==> src/rtl/ad_dac_spi_seq_pkg.sv <==
// rtl/ad_dac_spi_seq_pkg.sv - FSM states and SPI engine opcodes for the DAC offload sequencer
package ad_dac_spi_seq_pkg;

    typedef logic [2:0] state_t;

    localparam state_t ST_IDLE   = 3'd0;
    localparam state_t ST_CS_ON  = 3'd1;
    localparam state_t ST_XFER   = 3'd2;
    localparam state_t ST_SDO    = 3'd3;
    localparam state_t ST_CS_OFF = 3'd4;
    localparam state_t ST_SYNC   = 3'd5;

    localparam logic [7:0] OP_CS      = 8'h10;
    localparam logic [7:0] OP_XFER_WR = 8'h01;
    localparam logic [7:0] OP_SYNC    = 8'h30;
    localparam logic [7:0] CS_ALL_OFF = 8'hFF;

endpackage

==> src/rtl/ad_dac_spi_seq_buf.sv <==
// rtl/ad_dac_spi_seq_buf.sv - DMA holding register, per-frame working copy and data byte mux
module ad_dac_spi_seq_buf
    import ad_dac_spi_seq_pkg::*;
#(
    parameter int NUM_OF_CHANNELS = 8,
    parameter int DATA_WIDTH      = 16,
    parameter int CH_W            = 3,
    parameter int BW              = 2
) (
    input  logic                                  clk,
    input  logic                                  rstn,
    input  logic                                  dma_valid,
    output logic                                  dma_ready,
    input  logic [NUM_OF_CHANNELS*DATA_WIDTH-1:0] dma_data,
    input  logic                                  start,
    output logic                                  has_data,
    input  logic [CH_W-1:0]                       ch,
    input  logic [BW-1:0]                         byte_sel,
    output logic [7:0]                            data_byte
);

    localparam int NB = DATA_WIDTH / 8;

    logic [NUM_OF_CHANNELS*DATA_WIDTH-1:0] buf_q;
    logic [NUM_OF_CHANNELS*DATA_WIDTH-1:0] smp;
    logic                                  buf_full;

    assign dma_ready = ~buf_full;
    assign has_data  = buf_full | dma_valid;

    // An empty buffer receiving a beat on the start cycle feeds it straight into smp.
    always_ff @(posedge clk or negedge rstn) begin
        if (!rstn) begin
            buf_q    <= '0;
            smp      <= '0;
            buf_full <= 1'b0;
        end else if (start) begin
            if (buf_full) begin
                smp      <= buf_q;
                buf_full <= 1'b0;
            end else if (dma_valid) begin
                smp <= dma_data;
            end
        end else if (dma_valid && !buf_full) begin
            buf_q    <= dma_data;
            buf_full <= 1'b1;
        end
    end

    // byte_sel 1..NB walks the channel word MSB first; out-of-range channels read as zero.
    always_comb begin
        data_byte = 8'h00;
        for (int c = 0; c < NUM_OF_CHANNELS; c++) begin
            for (int k = 1; k <= NB; k++) begin
                if (ch == CH_W'(c) && byte_sel == BW'(k)) begin
                    data_byte = smp[c*DATA_WIDTH + DATA_WIDTH - 8*k +: 8];
                end
            end
        end
    end

endmodule

==> src/rtl/ad_dac_spi_seq.sv <==
// rtl/ad_dac_spi_seq.sv - table-driven multi-channel DAC offload sequencer for the SPI engine
module ad_dac_spi_seq
    import ad_dac_spi_seq_pkg::*;
#(
    parameter int         NUM_OF_CHANNELS = 8,
    parameter int         DATA_WIDTH      = 16,
    parameter int         SEQ_DEPTH       = 16,
    parameter logic [7:0] CS_MASK         = 8'hFE,
    localparam int        SEQ_W           = $clog2(SEQ_DEPTH),
    localparam int        CH_W            = (NUM_OF_CHANNELS > 1) ? $clog2(NUM_OF_CHANNELS) : 1
) (
    input  logic                                  clk,
    input  logic                                  rstn,
    input  logic                                  enable,
    input  logic                                  trigger,
    input  logic                                  seq_wr_en,
    input  logic [SEQ_W-1:0]                      seq_wr_addr,
    input  logic [8+CH_W-1:0]                     seq_wr_data,
    input  logic [SEQ_W-1:0]                      seq_length,
    input  logic                                  dma_valid,
    output logic                                  dma_ready,
    input  logic [NUM_OF_CHANNELS*DATA_WIDTH-1:0] dma_data,
    output logic                                  cmd_valid,
    input  logic                                  cmd_ready,
    output logic [15:0]                           cmd_data,
    output logic                                  sdo_data_valid,
    input  logic                                  sdo_data_ready,
    output logic [7:0]                            sdo_data,
    output logic                                  busy,
    output logic                                  frame_done,
    output logic                                  underflow,
    output logic                                  overrun
);

    localparam int NB = DATA_WIDTH / 8;
    localparam int BW = $clog2(NB + 1);

    logic [8+CH_W-1:0] seq_tab [SEQ_DEPTH];
    logic [8+CH_W-1:0] nxt_ent_word;

    state_t            state, nxt_state;
    logic [SEQ_W-1:0]  entry, nxt_entry;
    logic [BW-1:0]     byte_idx, nxt_byte;
    logic [7:0]        frame_cnt;
    logic              start, sync_done, has_data;
    logic              cmd_hs, sdo_hs;
    logic [7:0]        buf_byte;
    logic              nxt_cmd_valid, nxt_sdo_valid;
    logic [15:0]       nxt_cmd_data;
    logic [7:0]        nxt_sdo_data;

    always_ff @(posedge clk) begin
        if (seq_wr_en) begin
            seq_tab[seq_wr_addr] <= seq_wr_data;
        end
    end

    assign nxt_ent_word = seq_tab[nxt_entry];
    assign cmd_hs       = cmd_valid & cmd_ready;
    assign sdo_hs       = sdo_data_valid & sdo_data_ready;

    always_comb begin
        nxt_state = state;
        nxt_entry = entry;
        nxt_byte  = byte_idx;
        start     = 1'b0;
        sync_done = 1'b0;
        case (state)
            ST_IDLE: begin
                if (trigger && enable) begin
                    nxt_state = ST_CS_ON;
                    nxt_entry = '0;
                    start     = 1'b1;
                end
            end
            ST_CS_ON: if (cmd_hs) nxt_state = ST_XFER;
            ST_XFER: begin
                if (cmd_hs) begin
                    nxt_state = ST_SDO;
                    nxt_byte  = '0;
                end
            end
            ST_SDO: begin
                if (sdo_hs) begin
                    if (byte_idx == BW'(NB)) nxt_state = ST_CS_OFF;
                    else                     nxt_byte  = byte_idx + 1'b1;
                end
            end
            ST_CS_OFF: begin
                if (cmd_hs) begin
                    if (entry == seq_length) begin
                        nxt_state = ST_SYNC;
                    end else begin
                        nxt_state = ST_CS_ON;
                        nxt_entry = entry + 1'b1;
                    end
                end
            end
            ST_SYNC: begin
                if (cmd_hs) begin
                    nxt_state = ST_IDLE;
                    sync_done = 1'b1;
                end
            end
            default: nxt_state = ST_IDLE;
        endcase
    end

    // Stream outputs are registered from the next state so they hold steady while stalled.
    always_comb begin
        nxt_cmd_valid = 1'b0;
        nxt_cmd_data  = 16'h0000;
        nxt_sdo_valid = 1'b0;
        nxt_sdo_data  = 8'h00;
        case (nxt_state)
            ST_CS_ON: begin
                nxt_cmd_valid = 1'b1;
                nxt_cmd_data  = {OP_CS, CS_MASK};
            end
            ST_XFER: begin
                nxt_cmd_valid = 1'b1;
                nxt_cmd_data  = {OP_XFER_WR, 8'(NB)};
            end
            ST_SDO: begin
                nxt_sdo_valid = 1'b1;
                nxt_sdo_data  = (nxt_byte == '0) ? nxt_ent_word[7:0] : buf_byte;
            end
            ST_CS_OFF: begin
                nxt_cmd_valid = 1'b1;
                nxt_cmd_data  = {OP_CS, CS_ALL_OFF};
            end
            ST_SYNC: begin
                nxt_cmd_valid = 1'b1;
                nxt_cmd_data  = {OP_SYNC, frame_cnt};
            end
            default: ;
        endcase
    end

    always_ff @(posedge clk or negedge rstn) begin
        if (!rstn) begin
            state          <= ST_IDLE;
            entry          <= '0;
            byte_idx       <= '0;
            frame_cnt      <= 8'h00;
            cmd_valid      <= 1'b0;
            cmd_data       <= 16'h0000;
            sdo_data_valid <= 1'b0;
            sdo_data       <= 8'h00;
            busy           <= 1'b0;
            frame_done     <= 1'b0;
            underflow      <= 1'b0;
            overrun        <= 1'b0;
        end else begin
            state          <= nxt_state;
            entry          <= nxt_entry;
            byte_idx       <= nxt_byte;
            cmd_valid      <= nxt_cmd_valid;
            cmd_data       <= nxt_cmd_data;
            sdo_data_valid <= nxt_sdo_valid;
            sdo_data       <= nxt_sdo_data;
            busy           <= (nxt_state != ST_IDLE);
            frame_done     <= sync_done;
            underflow      <= start & ~has_data;
            overrun        <= trigger & (state != ST_IDLE);
            if (sync_done) begin
                frame_cnt <= frame_cnt + 8'd1;
            end
        end
    end

    ad_dac_spi_seq_buf #(
        .NUM_OF_CHANNELS (NUM_OF_CHANNELS),
        .DATA_WIDTH      (DATA_WIDTH),
        .CH_W            (CH_W),
        .BW              (BW)
    ) u_buf (
        .clk       (clk),
        .rstn      (rstn),
        .dma_valid (dma_valid),
        .dma_ready (dma_ready),
        .dma_data  (dma_data),
        .start     (start),
        .has_data  (has_data),
        .ch        (nxt_ent_word[8 +: CH_W]),
        .byte_sel  (nxt_byte),
        .data_byte (buf_byte)
    );

endmodule
==> config.mk <==
export PLATFORM = sky130hd
export DESIGN_NAME = ad_dac_spi_seq
export DESIGN_NICKNAME = d
export VERILOG_FILES = /design/src/rtl/ad_dac_spi_seq_pkg.sv /design/src/rtl/ad_dac_spi_seq_buf.sv /design/src/rtl/ad_dac_spi_seq.sv
export SDC_FILE = /design/constraint.sdc
export NUM_CORES = 1
export LEC_CHECK = 0
export CAP_MARGIN = 10
export CELL_PAD_IN_SITES_DETAIL_PLACEMENT = 1
export CELL_PAD_IN_SITES_GLOBAL_PLACEMENT = 2
export CORE_UTILIZATION = 40
export CTS_CLUSTER_DIAMETER = 50
export DETAILED_ROUTE_END_ITERATION = 12
export GPL_ROUTABILITY_DRIVEN = 0
export PLACE_DENSITY_LB_ADDON = 0.3
export SLEW_MARGIN = 20
export SYNTH_ARGS = -nofsm -noshare
export SYNTH_HDL_FRONTEND = slang
export SYNTH_SLANG_ARGS = --single-unit
==> constraint.sdc <==
create_clock -name clk -period 4.4 [get_ports clk]
set_input_delay 0.44 -clock clk [delete_from_list [all_inputs] [get_ports clk]]
set_output_delay 0.44 -clock clk [all_outputs]
set_load 0.02 [all_outputs]
Word-level counts from Yosys, hierarchy flattened
Memories as Yosys holds them, arrays and structs flattened.
Cells that the tools add are included.
{"block": "totals", "output_inout_bits": 31, "input_bits": 155, "ram_bits": 176, "register_bits": 304, "memories": 1}
{"block": "classes", "muxes": 48, "reduce_logical": 29, "n_addsub": 3, "n_eq_ne": 21, "bitwise_logic": 8}
{"name": "seq_tab", "words": 16, "width": 11, "read_ports": 1, "rd_ports_with_merged_regs": 0, "write_ports": 1, "line": "ad_dac_spi_seq.sv:38", "source": "logic [8+CH_W-1:0] seq_tab [SEQ_DEPTH];"}
{"operator": "$mux W128", "n": 2}
{"operator": "$mux W8", "n": 18}
{"operator": "$pmux W14 S4", "n": 1}
{"operator": "$eq A3 B3 Y1 const B", "n": 8}
{"operator": "$mux W3", "n": 8}
{"operator": "$eq A3 B2 Y1 const B", "n": 6}
{"operator": "$logic_and A1 B1 Y1", "n": 18}
{"operator": "$pmux W3 S6", "n": 1}
{"operator": "$mux W4", "n": 3}
{"operator": "$mux W1", "n": 10}
{"operator": "$eq A3 B1 Y1 const B", "n": 3}
{"operator": "$add A8 B1 Y8 const B", "n": 1}
{"operator": "$pmux W4 S2", "n": 1}
{"operator": "$logic_not A3 Y1", "n": 2}
{"operator": "$mux W2", "n": 3}
{"operator": "$reduce_bool A3 Y1", "n": 2}
{"operator": "$add A4 B1 Y4 const B", "n": 1}
{"operator": "$and A1 B1 Y1", "n": 4}
{"operator": "$eq A2 B2 Y1 const B", "n": 2}
{"operator": "$eq A4 B4 Y1", "n": 1}
{"operator": "$pmux W2 S2", "n": 1}
{"operator": "$reduce_and A2 Y1", "n": 2}
{"operator": "$reduce_bool A2 Y1", "n": 2}
{"operator": "$reduce_or A4 Y1", "n": 1}
{"operator": "6 further kinds", "n": 8}

Longest topological paths before layout
An unclocked memory read counts as a cell.
{"block": "depth", "word_depth": 25, "mapped_depth": 19, "depth_no_buf": 13}

Modules after synthesis
A second synthesis with hierarchy kept.
{"block": "hier_totals", "hier_cells": 1762, "hier_area_um2": 21529.4}
{"module": "ad_dac_spi_seq_buf", "instances": 1, "cells_each": 1094, "seq_area_each_um2": 6431.2, "area_per_inst_um2": 12241.7}
{"module": "ad_dac_spi_seq", "instances": 1, "cells_each": 668, "seq_area_each_um2": 6336.1, "area_per_inst_um2": 9287.7}

Least setup slack after synthesis
No wires, ideal clock.
{"block": "synth_timing", "path_type": "reg2reg", "startpoint": "reg cmd_valid", "endpoint": "reg sdo_data[5]", "t_arrival_ns": 3.601, "slack_ns": 0.675, "required_ns": 4.276, "stages_incl_launch_ff": 19, "n_path_buf": 6, "cell_sequence": "dfrtp_1 -> and2_1 -> clkbuf_1 -> nand3_1 -> or3_4 -> and2_4 -> buf_6 -> buf_6 -> mux2i_1 -> a221oi_1 -> nor4_2 -> buf_6 -> buf_8 -> nor4_1 -> buf_2 -> o21bai_1 -> a211oi_1 -> a211oi_1 -> nor2_1"}
{"block": "synth_between", "elab_chain_len": 24, "word_cells_on_any_way": 57, "cone_classes": "eq/ne (10); mux (27); bitwise (1); reduce/logical (18); memory (1)"}
{"element": "from (decl)", "line": "ad_dac_spi_seq.sv:23", "source": "output logic cmd_valid,"}
{"element": "from (signal assigned)", "line": "ad_dac_spi_seq.sv:158", "source": "cmd_valid <= nxt_cmd_valid;"}
{"element": "$and A1 B1 Y1 *", "line": "ad_dac_spi_seq.sv:59", "source": "assign cmd_hs = cmd_valid & cmd_ready;"}
{"element": "$mux W4", "line": "ad_dac_spi_seq.sv:90", "source": "if (cmd_hs) begin"}
{"element": "$pmux W4 S2", "line": "ad_dac_spi_seq.sv:68", "source": "case (state)"}
{"element": "$mem_v2 Z16 W11"}
{"element": "$logic_not A3 Y1", "line": "ad_dac_spi_seq_buf.sv:55", "source": "if (ch == CH_W'(c) && byte_sel == BW'(k)) begin"}
{"element": "$logic_and A1 B1 Y1", "line": "ad_dac_spi_seq_buf.sv:55"}
{"element": "$mux W8 (16 in series)", "line": "ad_dac_spi_seq_buf.sv:55"}
{"element": "$mux W8", "line": "ad_dac_spi_seq.sv:126", "source": "nxt_sdo_data = (nxt_byte == '0) ? nxt_ent_word[7:0] : buf_byte;"}
{"element": "$mux W8 *", "line": "ad_dac_spi_seq.sv:115", "source": "case (nxt_state)"}
{"element": "named net nxt_sdo_data[5]", "line": "ad_dac_spi_seq.sv:50", "source": "logic [7:0] nxt_sdo_data;"}
{"element": "to (signal assigned)", "line": "ad_dac_spi_seq.sv:161", "source": "sdo_data <= nxt_sdo_data;"}
{"element": "to (decl)", "line": "ad_dac_spi_seq.sv:28", "source": "output logic [7:0] sdo_data,"}
The timed path passes the listed nets; every way through them passes the cells marked *.
A chain may end at the register's enable or synchronous reset.

Final worst setup path
{"block": "layout_timing", "startpoint": "reg entry[2]", "endpoint": "reg sdo_data[2]"}
{"block": "layout_between", "elab_chain_len": 25, "word_cells_on_any_way": 53, "cone_classes": "add/sub (1); eq/ne (9); mux (25); reduce/logical (17); memory (1)"}
{"element": "from (decl)", "line": "ad_dac_spi_seq.sv:42", "source": "logic [SEQ_W-1:0] entry, nxt_entry;"}
{"element": "from (signal assigned)", "line": "ad_dac_spi_seq.sv:156", "source": "entry <= nxt_entry;"}
{"element": "$add A4 B1 Y4 / $eq A4 B4 Y1 (equally long branches)", "line": "ad_dac_spi_seq.sv:95, ad_dac_spi_seq.sv:91"}
{"element": "$mux W4", "line": "ad_dac_spi_seq.sv:91", "source": "if (entry == seq_length) begin"}
{"element": "$mux W4", "line": "ad_dac_spi_seq.sv:90"}
{"element": "$pmux W4 S2", "line": "ad_dac_spi_seq.sv:68"}
{"element": "$mem_v2 Z16 W11"}
{"element": "$logic_not A3 Y1", "line": "ad_dac_spi_seq_buf.sv:55"}
{"element": "$logic_and A1 B1 Y1", "line": "ad_dac_spi_seq_buf.sv:55"}
{"element": "$mux W8 (16 in series)", "line": "ad_dac_spi_seq_buf.sv:55"}
{"element": "$mux W8", "line": "ad_dac_spi_seq.sv:126"}
{"element": "$mux W8 *", "line": "ad_dac_spi_seq.sv:115"}
{"element": "named net nxt_sdo_data[2]", "line": "ad_dac_spi_seq.sv:50"}
Marked as above.

==> Flow_metrics.wiki <==
{| class="wikitable"
! Metric !! Value
|-
| Final hold slack || 0.4774 ns
|-
| Max Slew Vio Count || 0
|-
| Clock power frac || 29.7%
|-
| Area Growth Syn to Fin || 24.44%
|-
| Sequential-to-total area share from yosys stat || 61.18%
|-
| Met2 GRT Util || 38.59%
|-
| Synth cell types || 76
|-
| Ant diodes || 0
|-
| Endpoint arrival time on the critical path || 4.73 ns
|-
| Cell internal pwr || 0.01047 W
|-
| Worst Path Class, Setup || reg2reg
|-
| Unrepaired setup endpoints after global routing || false
|-
| Drt via density || 5.480
|-
| Final period demand of the worst path || 4.190 ns
|-
| Worst-margin pin slew || 0.9959 ns
|-
| Sort of element at the end of the critical path || flip-flop
|-
| Clock-pin slew on the worst setup and hold paths || 0.06 ns
|-
| Combinational Power Share || 25.4%
|-
| Met3 Resource Use GR || 2.829%
|-
| Standard cell core area || 51,410 um^2
|-
| Skew-Pair Late Insertion Delay || 0.60 ns
|-
| Share of power burned in registers || 44.9%
|-
| Post-DR wirelength/cell || 22.57 um
|-
| Count of standard-cell rows || 83
|-
| Power after layout || 0.01527 W
|-
| Initial Util || 40.60%
|-
| WP data required || 4.94 ns
|-
| Overall die height || 230.4 um
|-
| 1st-pass router iterations || 7
|-
| Most used cells in the layout excluding fill and tap cells || sky130_fd_sc_hd__dfrtp_1 (298), sky130_fd_sc_hd__clkdlybuf4s50_1 (179), sky130_fd_sc_hd__edfxtp_1 (176)
|-
| Initial antenna violation count || 3
|-
| Switch share || 31.46%
|-
| Global-route wire length before repair || 93,540 um
|-
| Switching power of the nets || 0.004805 W
|-
| Via count || 14,720
|-
| Number of global-route vias before repair || 15,600
|-
| Area occupied by registers || 12,770 um^2
|-
| Outcome || complete, no violations
|-
| Crit share post-route || 95.24%
|-
| Cts bufs inserted || 56
|-
| Netlist area before placement || 20,870 um^2
|-
| Longest Clk Path Bufs || 3
|-
| Root buffer cell || sky130_fd_sc_hd__clkbuf_16
|-
| Synthesis-stage register bit count || 475
|-
| HPWL reported at the end of detailed placement || 42,000 um
|-
| Total routed wirelength || 60,620 um
|-
| Area enclosed by the die boundary || 53,090 um^2
|-
| Initial DRC count || 1,079
|-
| Horiz. Die Dim || 230.4 um
|-
| Setup-failing EPs final || 0
|-
| Num ports || 186
|-
| Largest driver fanout on the critical path || 16
|-
| Type of the tightest min-delay check || in2reg
|-
| Pin count of the biggest net entering global routing || 115
|-
| Total Nets Final || 2,125
|-
| Worst max-slew margin expressed relative to the limit || 33.54%
|-
| Power density of the placed cells || 588.0 nW/um^2
|-
| Area occupied by multi-input gates || 7611 um^2
|-
| Clock skew || 0.02208 ns
|-
| Most frequently used flop master after synthesis || sky130_fd_sc_hd__dfrtp_1
|-
| Fmax || 0.2386 GHz
|-
| Total global routing overflow || 0
|-
| H-tree depth || 2
|-
| Global-route met1 utilization || 31.09%
|-
| Layer with the highest usage after global routing || met2
|-
| Max-capacitance violation count || 0
|-
| Total routing usage reported by global routing || 23.03%
|-
| Buffers on Ports || 180
|-
| Leakage power || 11.06 nW
|-
| Count of flip-flops with a built-in enable after synthesis || 176
|-
| Fill cell instance count of the final layout || 5,346
|-
| Cell count after synthesis || 1,710
|-
| Hold violation count in the final report || 0
|-
| Clock sink total || 475
|-
| Fraction of final layout cells with drive strength greater than 1 || 18.94%
|-
| DRC viols || 0
|-
| Ys async rst share || 62.95%
|-
| Setup fix buffers added after clock tree synthesis || 0
|-
| Mapped Avg Cell Area || 12.20 um^2
|-
| Element type at the critical path start || flip-flop
|-
| CTS tree || yes
|-
| Final ANT Viol Nets || 0
|-
| Commonest non-fill, non-tap cell in the layout || sky130_fd_sc_hd__dfrtp_1
|-
| Yosys Warn Count || 0
|-
| Peak supply drop || 0.0003507 V
|}
logic make-up (layout without fill, tap and decap cells):
| kind of cell | Yosys count | after routing | share of synthesized area, % |
|---|---|---|---|
| simple gates | 489 | 490 | 10.97 |
| flops | 475 | 475 | 61.18 |
| compound gates | 309 | 309 | 9.371 |
| mux | 290 | 290 | 14.87 |
| buf+inv | 130 | 421 | 2.854 |
| xor+xnor | 12 | 12 | 0.5036 |
| fa+ha+maj | 4 | 4 | 0.2398 |
| other cells | 1 | 5 | 0.01797 |
Yosys cell counts (all sizes together) (8+ instances only):
master / number / area (um^2)
a21oi: 160 / 812.0
dfrtp: 299 / 7482
buf: 33 / 230.2
nand4: 8 / 50.05
inv: 15 / 56.31
and2: 8 / 52.56
o21ai: 23 / 115.1
and3: 22 / 137.6
clkbuf: 82 / 309.0
o22ai: 11 / 68.82
a22oi: 17 / 127.6
nor3: 18 / 101.4
edfxtp: 176 / 5285
a211oi: 8 / 70.06
nor2: 167 / 629.4
nand3: 72 / 360.4
o21a: 11 / 82.58
xnor2: 10 / 87.58
a31oi: 11 / 68.82
mux2i: 157 / 1572
a221o: 11 / 110.1
nand2: 151 / 576.8
nor4: 12 / 151.4
mux2: 130 / 1464
a221oi: 9 / 78.83
per-stage QoR:
step / setup slack, ns / utilization (%) / cell area (um^2) / setup TNS, ns / std cells
after floorplan: 0.6747 / - / 20890 / 0 / 1714
after global placement: -0.1213 / 46.92 / 24120 / -0.2156 / 2586
after detailed placement: -0.2404 / 46.92 / 24120 / -0.7813 / 2586
after CTS: 0.1177 / 50.44 / 25930 / 0 / 2685
after global routing: 0.01716 / 50.52 / 25970 / 0 / 2686
final: 0.2095 / 50.52 / 25970 / 0 / 2686
worst max-delay path, stage by stage (launching register included):
cell                       delay [ns]
sky130_fd_sc_hd__dfrtp_1         0.48
sky130_fd_sc_hd__xnor2_1         0.18
sky130_fd_sc_hd__and4_2          0.28
sky130_fd_sc_hd__or3_4           0.38
sky130_fd_sc_hd__buf_4           0.15
sky130_fd_sc_hd__a21boi_0        0.44
sky130_fd_sc_hd__a211oi_2        0.10
sky130_fd_sc_hd__a311oi_2        0.38
sky130_fd_sc_hd__or4_4           0.37
sky130_fd_sc_hd__o21ai_0         0.15
sky130_fd_sc_hd__a221o_1         0.40
sky130_fd_sc_hd__a22o_1          0.23
sky130_fd_sc_hd__a311oi_1        0.40
sky130_fd_sc_hd__o21a_1          0.17
power by group through the flow:
stage                     clock network, W  registers, W  logic (W)
after floorplan                          0       0.00655    0.00247
after global placement                   0       0.00686    0.00375
after detailed placement                 0       0.00691    0.00389
after CTS                          0.00464       0.00685    0.00392
after global routing               0.00477       0.00699    0.00426
final                              0.00454       0.00685    0.00388
registers in the layout (all words and copies together) (netlist names), 2 cells and up:
signal       flops
seq_tab        176
cmd_data        11
entry            4
frame_cnt        8
state            3
sdo_data         8
u_buf.smp      128
byte_idx         2
u_buf.buf_q    128
per-layer routing:
layer	vias up	wire length [um]
met5	-	37
met1	7566	26910
met4	6	1677
li1	6735	-
met2	312	29630
met3	99	2368
layout make-up:
type	instances	share of cell area, %
Timing Repair Buffer	308	11.10
Inverter	15	0.2168
Sequential cell	475	49.17
Multi-Input combinational cell	1110	29.31
Clock buffer	72	5.781
Clock inverter	26	1.147
Tap cell	680	3.276
path summary, 6_finish.rpt:
| check | end | startpoint | cells after the start | slack, ns |
|---|---|---|---|---|
| setup reg to reg | sdo_data[2] | entry[2] | 13 | 0.21 |
| max in group asynchronous | u_buf.smp[23] | rstn | 3 | 2.81 |
| min in group asynchronous | entry[3] | rstn | 2 | 0.50 |
| hold reg to reg | frame_cnt[7] | frame_cnt[7] | 1 | 0.50 |
| hold / removal | overrun | trigger | 2 | 0.48 |
| setup / recovery | sdo_data[2] | entry[2] | 13 | 0.21 |
repair_timing:
item                                    CTS  global route
endpoints found under the hold margin   100             0
resized for setup                         0             5
endpoints found under the setup margin    0             3
hold buffers                              1             0
Note: power is estimated with default switching activity, not from simulation.
